[src/rtl/shift_pkg.sv]
// shift_pkg: shared widths and request/response types for the shift issue/return path
package shift_pkg;
  localparam int DATA_W    = 8;
  localparam int SHAMT_W   = 3;
  localparam int TAG_W_DEF = 4;
  typedef struct packed {
    logic [DATA_W-1:0]    data;
    logic [SHAMT_W-1:0]   shamt;
    logic                 lr;
    logic                 al;
    logic [TAG_W_DEF-1:0] tag;
  } shift_req_t;
  typedef struct packed {
    logic [DATA_W-1:0]    data;
    logic [TAG_W_DEF-1:0] tag;
  } shift_rsp_t;
endpackage

[src/rtl/shift_sync_fifo.sv]
// shift_sync_fifo: registered-count FIFO, no bypass, head reads 0 when empty
module shift_sync_fifo #(
  parameter int WIDTH = 8,
  parameter int DEPTH = 4
) (
  input  logic                       clk,
  input  logic                       rstn,
  input  logic                       clr,
  input  logic                       wr,
  input  logic [WIDTH-1:0]           din,
  input  logic                       rd,
  output logic [WIDTH-1:0]           dout,
  output logic [$clog2(DEPTH+1)-1:0] cnt
);
  localparam int PW = $clog2(DEPTH);
  localparam int CW = $clog2(DEPTH+1);
  logic [WIDTH-1:0] mem [DEPTH];
  logic [PW-1:0] wptr, rptr;
  logic do_wr, do_rd, empty;
  assign empty = cnt == '0;
  assign do_wr = wr && cnt != CW'(DEPTH);
  assign do_rd = rd && !empty;
  assign dout  = empty ? '0 : mem[rptr];
  always_ff @(posedge clk or negedge rstn)
    if (!rstn) begin
      wptr <= '0;
      rptr <= '0;
      cnt  <= '0;
    end else if (clr) begin
      wptr <= '0;
      rptr <= '0;
      cnt  <= '0;
    end else begin
      wptr <= wptr + PW'(do_wr);
      rptr <= rptr + PW'(do_rd);
      cnt  <= cnt + CW'(do_wr) - CW'(do_rd);
    end
  always_ff @(posedge clk)
    if (do_wr && !clr) mem[wptr] <= din;
endmodule

[src/rtl/shift_issue_ctrl.sv]
// shift_issue_ctrl: queues tagged shift requests, issues them to a registered
// barrel shifter and returns tagged results in order over valid/ready.
module shift_issue_ctrl
  import shift_pkg::*;
#(
  parameter int REQ_DEPTH = 4,
  parameter int RES_DEPTH = 2,
  parameter int TAG_W     = TAG_W_DEF
) (
  input  logic               clk,
  input  logic               rstn,
  input  logic               flush,
  input  logic               req_valid,
  output logic               req_ready,
  input  logic [DATA_W-1:0]  req_data,
  input  logic [SHAMT_W-1:0] req_shamt,
  input  logic               req_lr,
  input  logic               req_al,
  input  logic [TAG_W-1:0]   req_tag,
  output logic [DATA_W-1:0]  sh_din,
  output logic [SHAMT_W-1:0] sh_shamt,
  output logic               sh_lr,
  output logic               sh_al,
  input  logic [DATA_W-1:0]  sh_dout,
  output logic               rsp_valid,
  input  logic               rsp_ready,
  output logic [DATA_W-1:0]  rsp_data,
  output logic [TAG_W-1:0]   rsp_tag,
  output logic               busy
);
  typedef struct packed {
    logic [DATA_W-1:0]  data;
    logic [SHAMT_W-1:0] shamt;
    logic               lr;
    logic               al;
    logic [TAG_W-1:0]   tag;
  } req_t;
  typedef struct packed {
    logic [DATA_W-1:0] data;
    logic [TAG_W-1:0]  tag;
  } rsp_t;
  req_t req_in, head;
  rsp_t res_in, res_head;
  logic [$clog2(REQ_DEPTH+1)-1:0] req_cnt;
  logic [$clog2(RES_DEPTH+1)-1:0] res_cnt;
  logic [TAG_W-1:0] inflight_tag;
  logic inflight, issue, rsp_pop, push;
  assign req_in    = '{data: req_data, shamt: req_shamt, lr: req_lr, al: req_al, tag: req_tag};
  assign req_ready = req_cnt != ($clog2(REQ_DEPTH+1))'(REQ_DEPTH);
  assign push      = req_valid && req_ready;
  assign rsp_valid = res_cnt != '0;
  assign rsp_pop   = rsp_valid && rsp_ready;
  // A slot is reserved for the in-flight result; a same-cycle pop frees one.
  assign issue = req_cnt != '0 && (int'(res_cnt) + int'(inflight) - int'(rsp_pop)) < RES_DEPTH;
  assign res_in   = '{data: sh_dout, tag: inflight_tag};
  assign sh_din   = head.data;
  assign sh_shamt = head.shamt;
  assign sh_lr    = head.lr;
  assign sh_al    = head.al;
  assign rsp_data = res_head.data;
  assign rsp_tag  = res_head.tag;
  assign busy     = req_cnt != '0 || inflight || res_cnt != '0;
  shift_sync_fifo #(.WIDTH($bits(req_t)), .DEPTH(REQ_DEPTH)) u_req_fifo (
    .clk  (clk),
    .rstn (rstn),
    .clr  (flush),
    .wr   (push),
    .din  (req_in),
    .rd   (issue),
    .dout (head),
    .cnt  (req_cnt)
  );
  shift_sync_fifo #(.WIDTH($bits(rsp_t)), .DEPTH(RES_DEPTH)) u_res_fifo (
    .clk  (clk),
    .rstn (rstn),
    .clr  (flush),
    .wr   (inflight),
    .din  (res_in),
    .rd   (rsp_pop),
    .dout (res_head),
    .cnt  (res_cnt)
  );
  always_ff @(posedge clk or negedge rstn)
    if (!rstn) begin
      inflight     <= 1'b0;
      inflight_tag <= '0;
    end else begin
      inflight     <= issue && !flush;
      inflight_tag <= head.tag;
    end
endmodule
[config.mk]
export PLATFORM = sky130hd
export DESIGN_NAME = shift_issue_ctrl
export DESIGN_NICKNAME = d
export VERILOG_FILES = /design/src/rtl/shift_pkg.sv /design/src/rtl/shift_sync_fifo.sv /design/src/rtl/shift_issue_ctrl.sv
export SDC_FILE = /design/constraint.sdc
export NUM_CORES = 1
export LEC_CHECK = 0
export BUFFER_PORTS_ARGS = -buffer_cell sky130_fd_sc_hd__buf_2
export CAP_MARGIN = 20
export CORE_AREA = 4 4 78 110
export CTS_BUF_LIST = sky130_fd_sc_hd__clkbuf_8
export CTS_CLUSTER_SIZE = 40
export DETAILED_ROUTE_END_ITERATION = 12
export DIE_AREA = 0 0 82 114
export MAX_ROUTING_LAYER = met4
export PLACE_DENSITY = 0.82
export SLEW_MARGIN = 20
export SYNTH_ARGS = -nofsm -noshare
export SYNTH_HDL_FRONTEND = slang
export SYNTH_HIERARCHICAL = 1
export SYNTH_SLANG_ARGS = --single-unit
[constraint.sdc]
create_clock -name clk -period 3.6 [get_ports clk]
set_input_delay 0.18 -clock clk [delete_from_list [all_inputs] [get_ports clk]]
set_output_delay 0.18 -clock clk [all_outputs]
set_load 0.02 [all_outputs]
==> reports/metrics.yaml, run 1 <==
path_buf_inv: 1
synth.area.top_cells: "edfxtp_1 63%, dfrtp_1 9.1%, mux4_2 8.7%"
wirelength_um: 6770
synth_xor_area_share_pct: 1.60
crit_family: "simple AND/OR/NAND/NOR gates"
synthesis.area_um2: 4390
synth_top_family_by_area: "multiplexers"
die_y_um: 114
period_minus_slack_ns: 3.33
cts-buffers-inserted: 9
fmax_mhz: 301
leakage_nw: 1.84
status: "finished, final reports clean"
grt_pass1_wl_um: 11300
layout-drive-gt1-share_pct: 33.6
combPwrFrac_pct: 30.8
grt_start_max_net_pins: 20
place_hpwl_um: 4490
synth.distinct_cells: 35
clk_latency_ns: 0.35
avgSynthCellArea_um2: 17.8
gp_congestion: 0.712
vias: 2250
arrival_ns: 3.61
clock_path_buffers: 2
ys_seq_area_share_pct: 72.1
synth-simple-area-share_pct: 9.07
netlist.area_leader.share_pct: 63.0
period_share_pct: 92.4
stdcell_area_um2: 5050
num_antenna_cells: 0
p_int_w: 0.00225
synth_top_area_cell: "edfxtp_1"
track_usage_pct: 17.2
crit_fanout: 8
finalPower_w: 0.00334
max_slew_margin_pct: 37.7
start_util_pct: 57.7
setup_viol: 0
pre_cts_slack_ns: 0.284
finalMaxSlewViolations: 0
end_kind: "flop"
cap_violations: 0
seq_area_um2: 3160
port_buffers: 57
fin_nets: 356
clkSinkCount: 108
areaGrowthSynthToFinish_pct: 15.1
dpl_cell_area_um2: 4800
clkTransAtPathRegs_ns: 0.10
routedWlPerCell_um: 16.0
synthAdderAreaFrac_pct: 2.34
fin_setup_tns_ns: 0
p_switching_w: 0.00110
cp_slowest_stage_delay_ns: 0.49
yosysWarnings: 6
criticalPathCategory: "reg -> reg"
rsz0062_at_grt: "false"
tightest_slew_ns: 0.934
drt_iter0_markers: 128
post_cts_buffers: 0
multi_input_area_um2: 1160
slowest_stage: "dfrtp_1"
worst_slack_ns: 0.274
swShare_pct: 32.8
ctsRootBufferMaster: "clkbuf_8"
finalClockSkew_ns: 0.00672
via_per_inst: 5.31
drc: 0
synth-compound-area-share_pct: 1.14
fp.coreArea_um2: 7610
firstDrtPassIters: 4
clockPowerShare_pct: 19.9
ir_drop_uv: 441
drtAntennaViolNets: 0
htree_levels: 3
crit_required_ns: 3.88
die_w_um: 82
cts_tree: "built"
die_area_um2: 9350
overflow: 0
pwr-share-seq_pct: 49.2
antenna_found_initial: 0
syn_inst: 247
min_path_type: "in -> reg"
muxShareOfSynthArea_pct: 11.8
pin_count: 58
fillers: 538
whs_ns: 0.0160
synth_seq_cells: 108
rows: 38
start_kind: "flop"
hold_violations: 0
cp_cell_sequence: "or2_4 > and2_4 > nor2b_4 > fa_1 > xnor2_1 > a2bb2oi_1 > nor2_1 > nor2b_2 > xnor2_1 > ha_1 > inv_1 > fa_1 > xor2_1 > and2_1 > nor3_1"
syn_nets: 284
p_per_area_nw_per_um2: 662
grt_pass1_vias: 2315
sequential cells by signal (all words and copies together), names as in the netlist:
name	count
u_req_fifo/mem	68
u_res_fifo/mem	24
inflight_tag	4
u_req_fifo/cnt	3
u_req_fifo/rptr	2
u_req_fifo/wptr	2
u_res_fifo/cnt	2
inflight	1
u_res_fifo/rptr	1
u_res_fifo/wptr	1
worst reg2reg max path, cell delays in order, from the launching register on:
cell and delay, ns:
dfrtp_1 0.49, or2_4 0.29, and2_4 0.16, nor2b_4 0.13
fa_1 0.41, xnor2_1 0.15, a2bb2oi_1 0.25, nor2_1 0.06
nor2b_2 0.18, xnor2_1 0.14, ha_1 0.16, inv_1 0.05
fa_1 0.37, xor2_1 0.16, and2_1 0.16, nor3_1 0.11
per-layer routing:
layer | GRT usage (%) | part of all wire (%)
met5 | - | 0
met3 | 2.84 | 4.5
met4 | 7.32 | 1.4
met1 | 20.3 | 39
met2 | 28.8 | 55
worst paths after layout:
path,startpoint,to,slack (ns),cells after the start
setup / recovery,u_res_fifo/cnt[1]$_DFF_PN0_,u_req_fifo/cnt[2]$_DFF_PN0_,0.27,15
hold / removal,sh_dout[3],u_res_fifo/mem[1][7]$_DFFE_PP_,0.02,1
setup reg to reg,u_res_fifo/cnt[1]$_DFF_PN0_,u_req_fifo/cnt[2]$_DFF_PN0_,0.27,15
hold reg to reg,inflight_tag[0]$_DFF_PN0_,u_res_fifo/mem[0][0]$_DFFE_PP_,0.45,0
max in group asynchronous,rstn,inflight_tag[3]$_DFF_PN0_,3.06,2
min in group asynchronous,rstn,u_req_fifo/cnt[1]$_DFF_PN0_,0.26,2
placed cells by master, fill, tap and decap left out, drive strengths merged:
cell / instances
mux4: 17
nand4bb: 1
ha: 5
or3: 1
xnor2: 5
a21oi: 1
nand3: 1
or2: 1
xor2: 3
mux2i: 12
clkinv: 3
a21bo: 1
o21ai: 3
inv: 10
nor2: 25
dfrtp: 16
dlygate4sd3: 6
mux2: 1
a2bb2oi: 1
clkbuf: 9
nor3: 6
fa: 2
or3b: 1
buf: 64
edfxtp: 92
nand2: 6
and2: 4
nor4: 1
nor3b: 2
nor2b: 24
per-stage QoR:
stage | util (%) | instances
6_report | 66.4 | 424
5_1_grt | 66.4 | 424
4_1_cts | 66.1 | 422
3_5_place_dp | 63.1 | 402
3_3_place_gp | 63.1 | 402
2_1_floorplan | - | 247
power by group through the flow:
| stage | sequential [W] | clock [W] | combinational (W) |
|---|---|---|---|
| 5_1_grt | 0.00167 | 0.000746 | 0.00114 |
| 4_1_cts | 0.00165 | 0.000688 | 0.00104 |
| 3_3_place_gp | 0.00167 | 0 | 0.00102 |
| 2_1_floorplan | 0.00160 | 0 | 0.000818 |
| 6_report | 0.00165 | 0.000666 | 0.00103 |
| 3_5_place_dp | 0.00168 | 0 | 0.00104 |
layout make-up:
class                   instances  share of cell area [%]
clock buffers                   9                    2.45
clock inverters                 7                    1.16
inverters                       6                   0.446
multi-input cells             124                    22.9
flip-flops and latches        108                    62.7
well taps                     100                    2.48
repair buffers                 70                    7.88
cells in the mapped netlist:
| library cell | n |
|---|---|
| or2_4 | 1 |
| nor4_1 | 1 |
| nor2_1 | 25 |
| nor3_1 | 5 |
| nand2_1 | 6 |
| xor2_1 | 3 |
| nand4bb_1 | 1 |
| o21ai_4 | 1 |
| dfrtp_1 | 16 |
| buf_4 | 1 |
| clkbuf_1 | 2 |
| nand3_1 | 1 |
| or3b_1 | 1 |
| edfxtp_1 | 92 |
| and2_4 | 1 |
| buf_2 | 3 |
| o21ai_0 | 2 |
| ha_1 | 5 |
| mux4_2 | 17 |
| nor2b_1 | 23 |
| nor3b_1 | 2 |
| nor3_2 | 1 |
| a2bb2oi_1 | 1 |
| nor2b_4 | 1 |
| inv_2 | 1 |
| fa_1 | 2 |
| and2_1 | 3 |
| buf_6 | 3 |
| mux2i_1 | 12 |
| inv_1 | 5 |
| xnor2_1 | 5 |
| a21bo_2 | 1 |
| a21oi_1 | 1 |
| or3_1 | 1 |
| mux2_4 | 1 |
cells by family (layout without fill, tap and decap cells):
kind of cell    count (synthesis)  count (layout)
simple gates                   73              73
fa+ha+maj                       7               7
compound gates                  6               6
flops                         108             108
buf+inv                        15              92
mux                            30              30
xor+xnor                        8               8
timing repair:
action	in CTS	in global routing
hold endpoints to repair	22	3
resized for setup	0	1
hold buffers	4	2
endpoints found under the setup margin	0	1
No activity file was read; power rests on OpenSTA's default activity.
==> run 2, diff against run 1 <==
- REMOVE_ABC_BUFFERS: unset -> 1
==> run 2 against run 1 <==
  * Clock skew decreased by 0.0012 ns
  * Utilization increased by 0.87 points
  * Wire length decreased by 1.1%
  * Via count increased by 0.31%
==> reports/metrics.yaml, run 2 (synthesis gave the netlist of run 1 again) <==
status: "finished, final reports clean"
r2r_end: "u_req_fifo/cnt[2]$_DFF_PN0_"
via_per_inst: 5.30  # -0.16%
fillers: 533  # -0.93%
track_usage_pct: 16.7  # -0.51 points
ctsRootBufferMaster: "clkbuf_8"
gp_congestion: 0.755  # +6.0%
wirelength_um: 6690  # -1.1%
tightest_slew_ns: 0.948  # +0.0137 ns
p_per_area_nw_per_um2: 672  # +1.6%
stdcell_area_um2: 5110  # +1.3%
start_kind: "flop"
pin_count: 58  # unchanged
antenna_found_initial: 0  # unchanged
largest_register_ffs: 68  # unchanged
grt_start_max_net_pins: 19  # -5.0%
arrival_ns: 3.66  # +0.05 ns
firstDrtPassIters: 4  # unchanged
cts_tree: "built"
reg2reg_slack_ns: 0.20  # -0.07 ns
drtAntennaViolNets: 0  # unchanged
clk_latency_ns: 0.35  # about the same
crit_end: "u_req_fifo/cnt[2]$_DFF_PN0_"
criticalPathCategory: "reg -> reg"
clkTransAtPathRegs_ns: 0.09  # about the same
mostFrequentLayoutCell: "edfxtp_1"
hold_start: "req_data[2]"
die_y_um: 114  # unchanged
crit_fanout: 8  # unchanged
clock_path_buffers: 2  # unchanged
fin_nets: 358  # +0.56%
post_cts_buffers: 0  # unchanged
dpl_cell_area_um2: 4800  # about the same
min_path_type: "in -> reg"
place_hpwl_um: 4400  # -2.1%
crit_start: "u_res_fifo/cnt[1]$_DFF_PN0_"
routedWlPerCell_um: 15.7  # -1.5%
fmax_mhz: 294  # -2.1%
period_share_pct: 94.4  # +2.0 points
layout-drive-gt1-share_pct: 33.1  # -0.51 points
rows: 38  # unchanged
htree_levels: 3  # unchanged
grt_pass1_wl_um: 11000  # -2.7%
fin_setup_tns_ns: 0  # unchanged
reg_top3: "u_req_fifo/mem (68), u_res_fifo/mem (24), inflight_tag (4)"
regToRegStartpoint: "u_res_fifo/cnt[1]$_DFF_PN0_"
num_antenna_cells: 0  # unchanged
drt_iter0_markers: 95  # -26%
regMostFlops: "u_req_fifo/mem"
die_area_um2: 9350  # unchanged
rsz0062_at_grt: "false"
max_slew_margin_pct: 36.5  # -1.2 points
hold_violations: 0  # unchanged
wirelength_met1_um: 2530  # -5.2%
finalMaxSlewViolations: 0  # unchanged
areaGrowthSynthToFinish_pct: 16.6
end_kind: "flop"
die_w_um: 82  # unchanged
crit_required_ns: 3.87  # about the same
final_cell_mix: "92 x edfxtp_1, 57 x buf_2, 25 x nor2_1, 22 x nor2b_1, 17 x mux4_2"
clkSinkCount: 108  # unchanged
top_layer: "met4"
overflow: 0  # unchanged
vias: 2257  # +0.31%
period_minus_slack_ns: 3.40  # +0.0711 ns
start_util_pct: 57.7  # unchanged
ir_drop_uv: 425  # -3.7%
port_buffers: 57  # unchanged
cap_violations: 0  # unchanged
drc: 0  # unchanged
cts-buffers-inserted: 9  # unchanged
whs_ns: 0.0304  # +0.0143 ns
finalClockSkew_ns: 0.00548  # -0.00124 ns
met3WireLength_um: 326  # +7.9%
route.met2.wl_um: 3720  # +0.35%
grt_pass1_vias: 2370  # +2.4%
fp.coreArea_um2: 7610  # unchanged
setup_viol: 0  # unchanged
leakage_nw: 1.87  # +1.6%
reg2reg_depth: 15  # unchanged
## run 2: repair_timing
action                                 CTS  global route
endpoints found under the hold margin   32             0
setup endpoints to repair                0             1
hold buffers                             9             0
gates resized for setup                  0             1
## run 2: routing by layer
metal / global-route usage, % / up-vias
li1: - / 1069
met1: 18.7 / 1126
met2: 28.3 / 53
met3: 3.00 / 9
met4: 7.98 / 0
met5: - / -
## run 2: layout make-up
class	count	area (um2)	area share (%)
multi-input cells	124	1160	22.7
clock buffers	13	179	3.50
well taps	100	125	2.45
flip-flops and latches	108	3160	61.8
inverters	6	22.5	0.440
repair buffers	72	420	8.22
clock inverters	3	42.5	0.832
## run 2: worst min-delay path by stage
stage	to	slack [ns]	cells past startpoint
floorplan	inflight$_DFF_PN0_	-0.12	0
global placement	u_req_fifo/wptr[1]$_DFF_PN0_	0.12	1
detailed placement	u_req_fifo/wptr[1]$_DFF_PN0_	0.12	1
CTS	u_req_fifo/mem[0][10]$_DFFE_PP_	0.004	1
global route	u_req_fifo/mem[3][8]$_DFFE_PP_	0.008	1
finish	u_req_fifo/mem[1][11]$_DFFE_PP_	0.03	1
## run 2: per-stage QoR
step                      util (%)  total power (W)  cells  worst slack [ns]
after floorplan                  -          0.00237    238             0.417
after global placement        63.1          0.00268    401             0.404
after detailed placement      63.1          0.00272    401             0.203
after CTS                     67.2          0.00349    426             0.157
after global routing          67.2          0.00366    426           0.00905
final                         67.2          0.00344    426             0.202
## run 2: worst max-delay path: stages, from the launching register on
cell and delay [ns]:
dfrtp_1 0.48, or2_4 0.30, and2_4 0.16, nor2b_4 0.13, fa_1 0.42, xnor2_1 0.15
a2bb2oi_1 0.24, nor2_1 0.06, nor2b_2 0.18, xnor2_1 0.15, ha_1 0.16, inv_1 0.05
fa_1 0.37, xor2_1 0.16, and2_1 0.17, nor3_1 0.15
## run 2: report_power, final
group	internal [W]	switching, W
clock network	0.000398	0.000361
registers	0.00150	0.0000962
logic	0.000478	0.000601
total	0.00238	0.00106
==> run 3, diff against run 2 <==
- GPL_TIMING_DRIVEN: unset -> 1
- SYNTH_HIERARCHICAL: 1 -> unset
==> run 3 against run 2 <==
  * Total power rose by 0.19%
  * Global-route usage rose by 0.22 points
  * Critical path depth fell by 2
  * Die area did not move
  * Critical endpoint is now u_req_fifo.cnt[2]$_DFF_PN0_
  * Highest routed layer unchanged
==> reports/metrics.yaml, run 3 <==
whs_ns: 0.0290  # -0.00139 ns
syn_inst: 250  # +1.2%
clock_path_buffers: 2  # unchanged
synthesis.area_um2: 4400  # +0.23%
synth.distinct_cells: 30  # -14%
die_y_um: 114  # unchanged
leakage_nw: 1.87  # -0.34%
drc: 0  # unchanged
max_slew_margin_pct: 37.7  # +1.2 points
die_area_um2: 9350  # unchanged
p_switching_w: 0.00112  # +5.6%
clockPowerShare_pct: 19.3  # -2.8 points
track_usage_pct: 16.9  # +0.22 points
seq_area_um2: 3160  # unchanged
crit_family: "adder cells"
clk_latency_ns: 0.36  # about the same
fp.coreArea_um2: 7610  # unchanged
period_minus_slack_ns: 3.28  # -0.116 ns
criticalPathCategory: "reg -> reg"
avgSynthCellArea_um2: 17.6  # -0.97%
areaGrowthSynthToFinish_pct: 14.3
pin_count: 58  # unchanged
gp_congestion: 0.762  # +1.0%
status: "finished, final reports clean"
rsz0062_at_grt: "false"
final_cell_mix: "92 x edfxtp_1, 57 x buf_2, 22 x nor2b_1, 19 x nor2_1, 17 x mux4_2"
fin_setup_tns_ns: 0  # unchanged
layout-drive-gt1-share_pct: 31.4  # -1.7 points
place_hpwl_um: 4440  # +0.87%
reg_top3: "u_req_fifo.mem (68), u_res_fifo.mem (24), inflight_tag (4)"
largest_register_ffs: 68  # unchanged
critPathMostFrequentCell: "ha_1"
grt_pass1_vias: 2302  # -2.9%
synthTopCellsByCount: "92 x edfxtp_1, 22 x nor2b_1, 19 x nor2_1"
overflow: 0  # unchanged
fmax_mhz: 305  # +3.5%
synth_top_area_cell: "edfxtp_1"
finalMaxSlewViolations: 0  # unchanged
synth_seq_cells: 108  # unchanged
finalPower_w: 0.00345  # +0.19%
wirelength_met1_um: 2740  # +8.4%
drtAntennaViolNets: 0  # unchanged
yosysMostFrequentCell: "edfxtp_1"
end_kind: "flop"
mostFrequentLayoutCell: "edfxtp_1"
ctsRootBufferMaster: "clkbuf_8"
htree_levels: 3  # unchanged
rows: 38  # unchanged
route.met2.wl_um: 3490  # -5.9%
cp_slowest_stage_delay_ns: 0.54  # +0.06 ns
synth_edf_count: 92  # unchanged
grt_pass1_wl_um: 11000  # -0.13%
firstDrtPassIters: 4  # unchanged
pwr-share-seq_pct: 47.7  # +1.1 points
synth.area.top_cells: "edfxtp_1 63%, dfrtp_1 9.1%, mux4_2 8.7%"
ir_drop_uv: 553  # +30%
swShare_pct: 32.4  # +1.7 points
ys_seq_area_share_pct: 71.9  # -0.16 points
top_layer: "met4"
cp_cell_sequence: "o21a_1 > ha_1 > nand2b_1 > fa_1 > a221oi_1 > a211oi_1 > ha_1 > inv_1 > ha_1 > inv_1 > fa_1 > xnor2_1 > nor2_1"
cts_tree: "built"
min_path_type: "in -> reg"
yosysWarnings: 0  # -6
ys.flop_type: "edfxtp_1"
tightest_slew_ns: 0.934  # -0.0137 ns
p_int_w: 0.00233  # -2.2%
num_antenna_cells: 0  # unchanged
drt_iter0_markers: 163  # +72%
cts-buffers-inserted: 9  # unchanged
slowest_stage: "fa_1"
fin_nets: 353  # -1.4%
setup_viol: 0  # unchanged
p_per_area_nw_per_um2: 686  # +2.0%
clkTransAtPathRegs_ns: 0.09  # about the same
crit_required_ns: 3.85  # -0.02 ns
clkSinkCount: 108  # unchanged
regMostFlops: "u_req_fifo.mem"
routedWlPerCell_um: 16.0  # +1.6%
grt_start_max_net_pins: 20  # +1
start_kind: "flop"
cap_violations: 0  # unchanged
hold_violations: 0  # unchanged
cts-resized-gates: 0  # unchanged
combPwrFrac_pct: 33.0  # +1.6 points
crit_fanout: 5  # -3
arrival_ns: 3.53  # -0.13 ns
fillers: 545  # +2.3%
vias: 2208  # -2.2%
antenna_found_initial: 0  # unchanged
met3WireLength_um: 337  # +3.4%
wirelength_um: 6680  # -0.27%
path_buf_inv: 2  # +1
finalClockSkew_ns: 0.00801  # +0.00254 ns
die_w_um: 82  # unchanged
period_share_pct: 91.2  # -3.2 points
synth-async-reset-ratio_pct: 14.8  # unchanged
netlist.area_leader.share_pct: 62.8  # -0.14 points
port_buffers: 57  # unchanged
via_per_inst: 5.28  # -0.30%
start_util_pct: 57.8  # +0.13 points
multi_input_area_um2: 1080  # -7.0%
## run 3: cell type report
| class | instances | area share, % |
|---|---|---|
| flip-flops and latches | 108 | 62.9 |
| clock buffers | 9 | 2.46 |
| clock inverters | 7 | 1.12 |
| repair buffers | 74 | 8.66 |
| multi-input cells | 109 | 21.5 |
| well taps | 100 | 2.49 |
| inverters | 11 | 0.822 |
## run 3: timing repair
| item | 4_1_cts | 5_1_grt |
|---|---|---|
| setup buffers | 0 | 0 |
| hold buffers | 9 | 0 |
| endpoints found under the hold margin | 31 | 0 |
## run 3: worst register-to-register path, delay by kind of cell (launching register included)
kind	cells	cell delay [ns]
XOR/XNOR	1	0.16
flip-flops	1	0.42
AO/OA/AOI/OAI	3	0.66
buffers and inverters	2	0.11
adder cells (fa/ha/maj)	5	1.60
AND/OR/NAND/NOR	2	0.23
## run 3: cell families after synthesis
| group | after synthesis | synth area share [%] |
|---|---|---|
| AOI/OAI and AO/OA | 7 | 1.14 |
| muxes | 29 | 11.4 |
| buffers and inverters | 33 | 4.18 |
| adders and majority gates | 10 | 3.19 |
| DFF | 108 | 71.9 |
| and+or+nand+nor | 56 | 6.74 |
| xor gates and xnor gates | 7 | 1.39 |
## run 3: power groups by stage
stage,clock network [W],logic [W],registers (W)
2_1_floorplan,0,0.000798,0.00164
3_3_place_gp,0,0.00111,0.00166
3_5_place_dp,0,0.00115,0.00168
4_1_cts,0.000684,0.00116,0.00165
5_1_grt,0.000747,0.00129,0.00167
6_report,0.000664,0.00114,0.00164
## run 3: metal layers
metal,up-vias,track usage [%]
met1,1089,20.2
li1,1043,-
met4,0,6.98
met5,-,-
met2,67,27.4
met3,9,3.95
## run 3: through the flow
stage / cells / setup slack, ns / cell area, um2 / utilization [%]
finish: 418 / 0.318 / 5030 / 66.1
global route: 418 / 0.0660 / 5030 / 66.1
floorplan: 228 / 0.368 / 4260 / -
detailed placement: 393 / 0.308 / 4760 / 62.5
global placement: 393 / 0.410 / 4760 / 62.5
CTS: 418 / 0.286 / 5030 / 66.1
## run 3: path summary, 6_finish.rpt
path | startpoint | to | slack, ns | cells after the start
worst max-delay path | u_res_fifo.cnt[0]$_DFF_PN0_ | u_req_fifo.cnt[2]$_DFF_PN0_ | 0.32 | 13
worst min-delay path | req_data[0] | u_req_fifo.mem[2][9]$_DFFE_PP_ | 0.03 | 1
worst max register to register | u_res_fifo.cnt[0]$_DFF_PN0_ | u_req_fifo.cnt[2]$_DFF_PN0_ | 0.32 | 13
worst min register to register | inflight_tag[2]$_DFF_PN0_ | u_res_fifo.mem[1][2]$_DFFE_PP_ | 0.45 | 0
max in group asynchronous | rstn | inflight_tag[1]$_DFF_PN0_ | 3.06 | 2
min in group asynchronous | rstn | u_req_fifo.cnt[2]$_DFF_PN0_ | 0.26 | 2
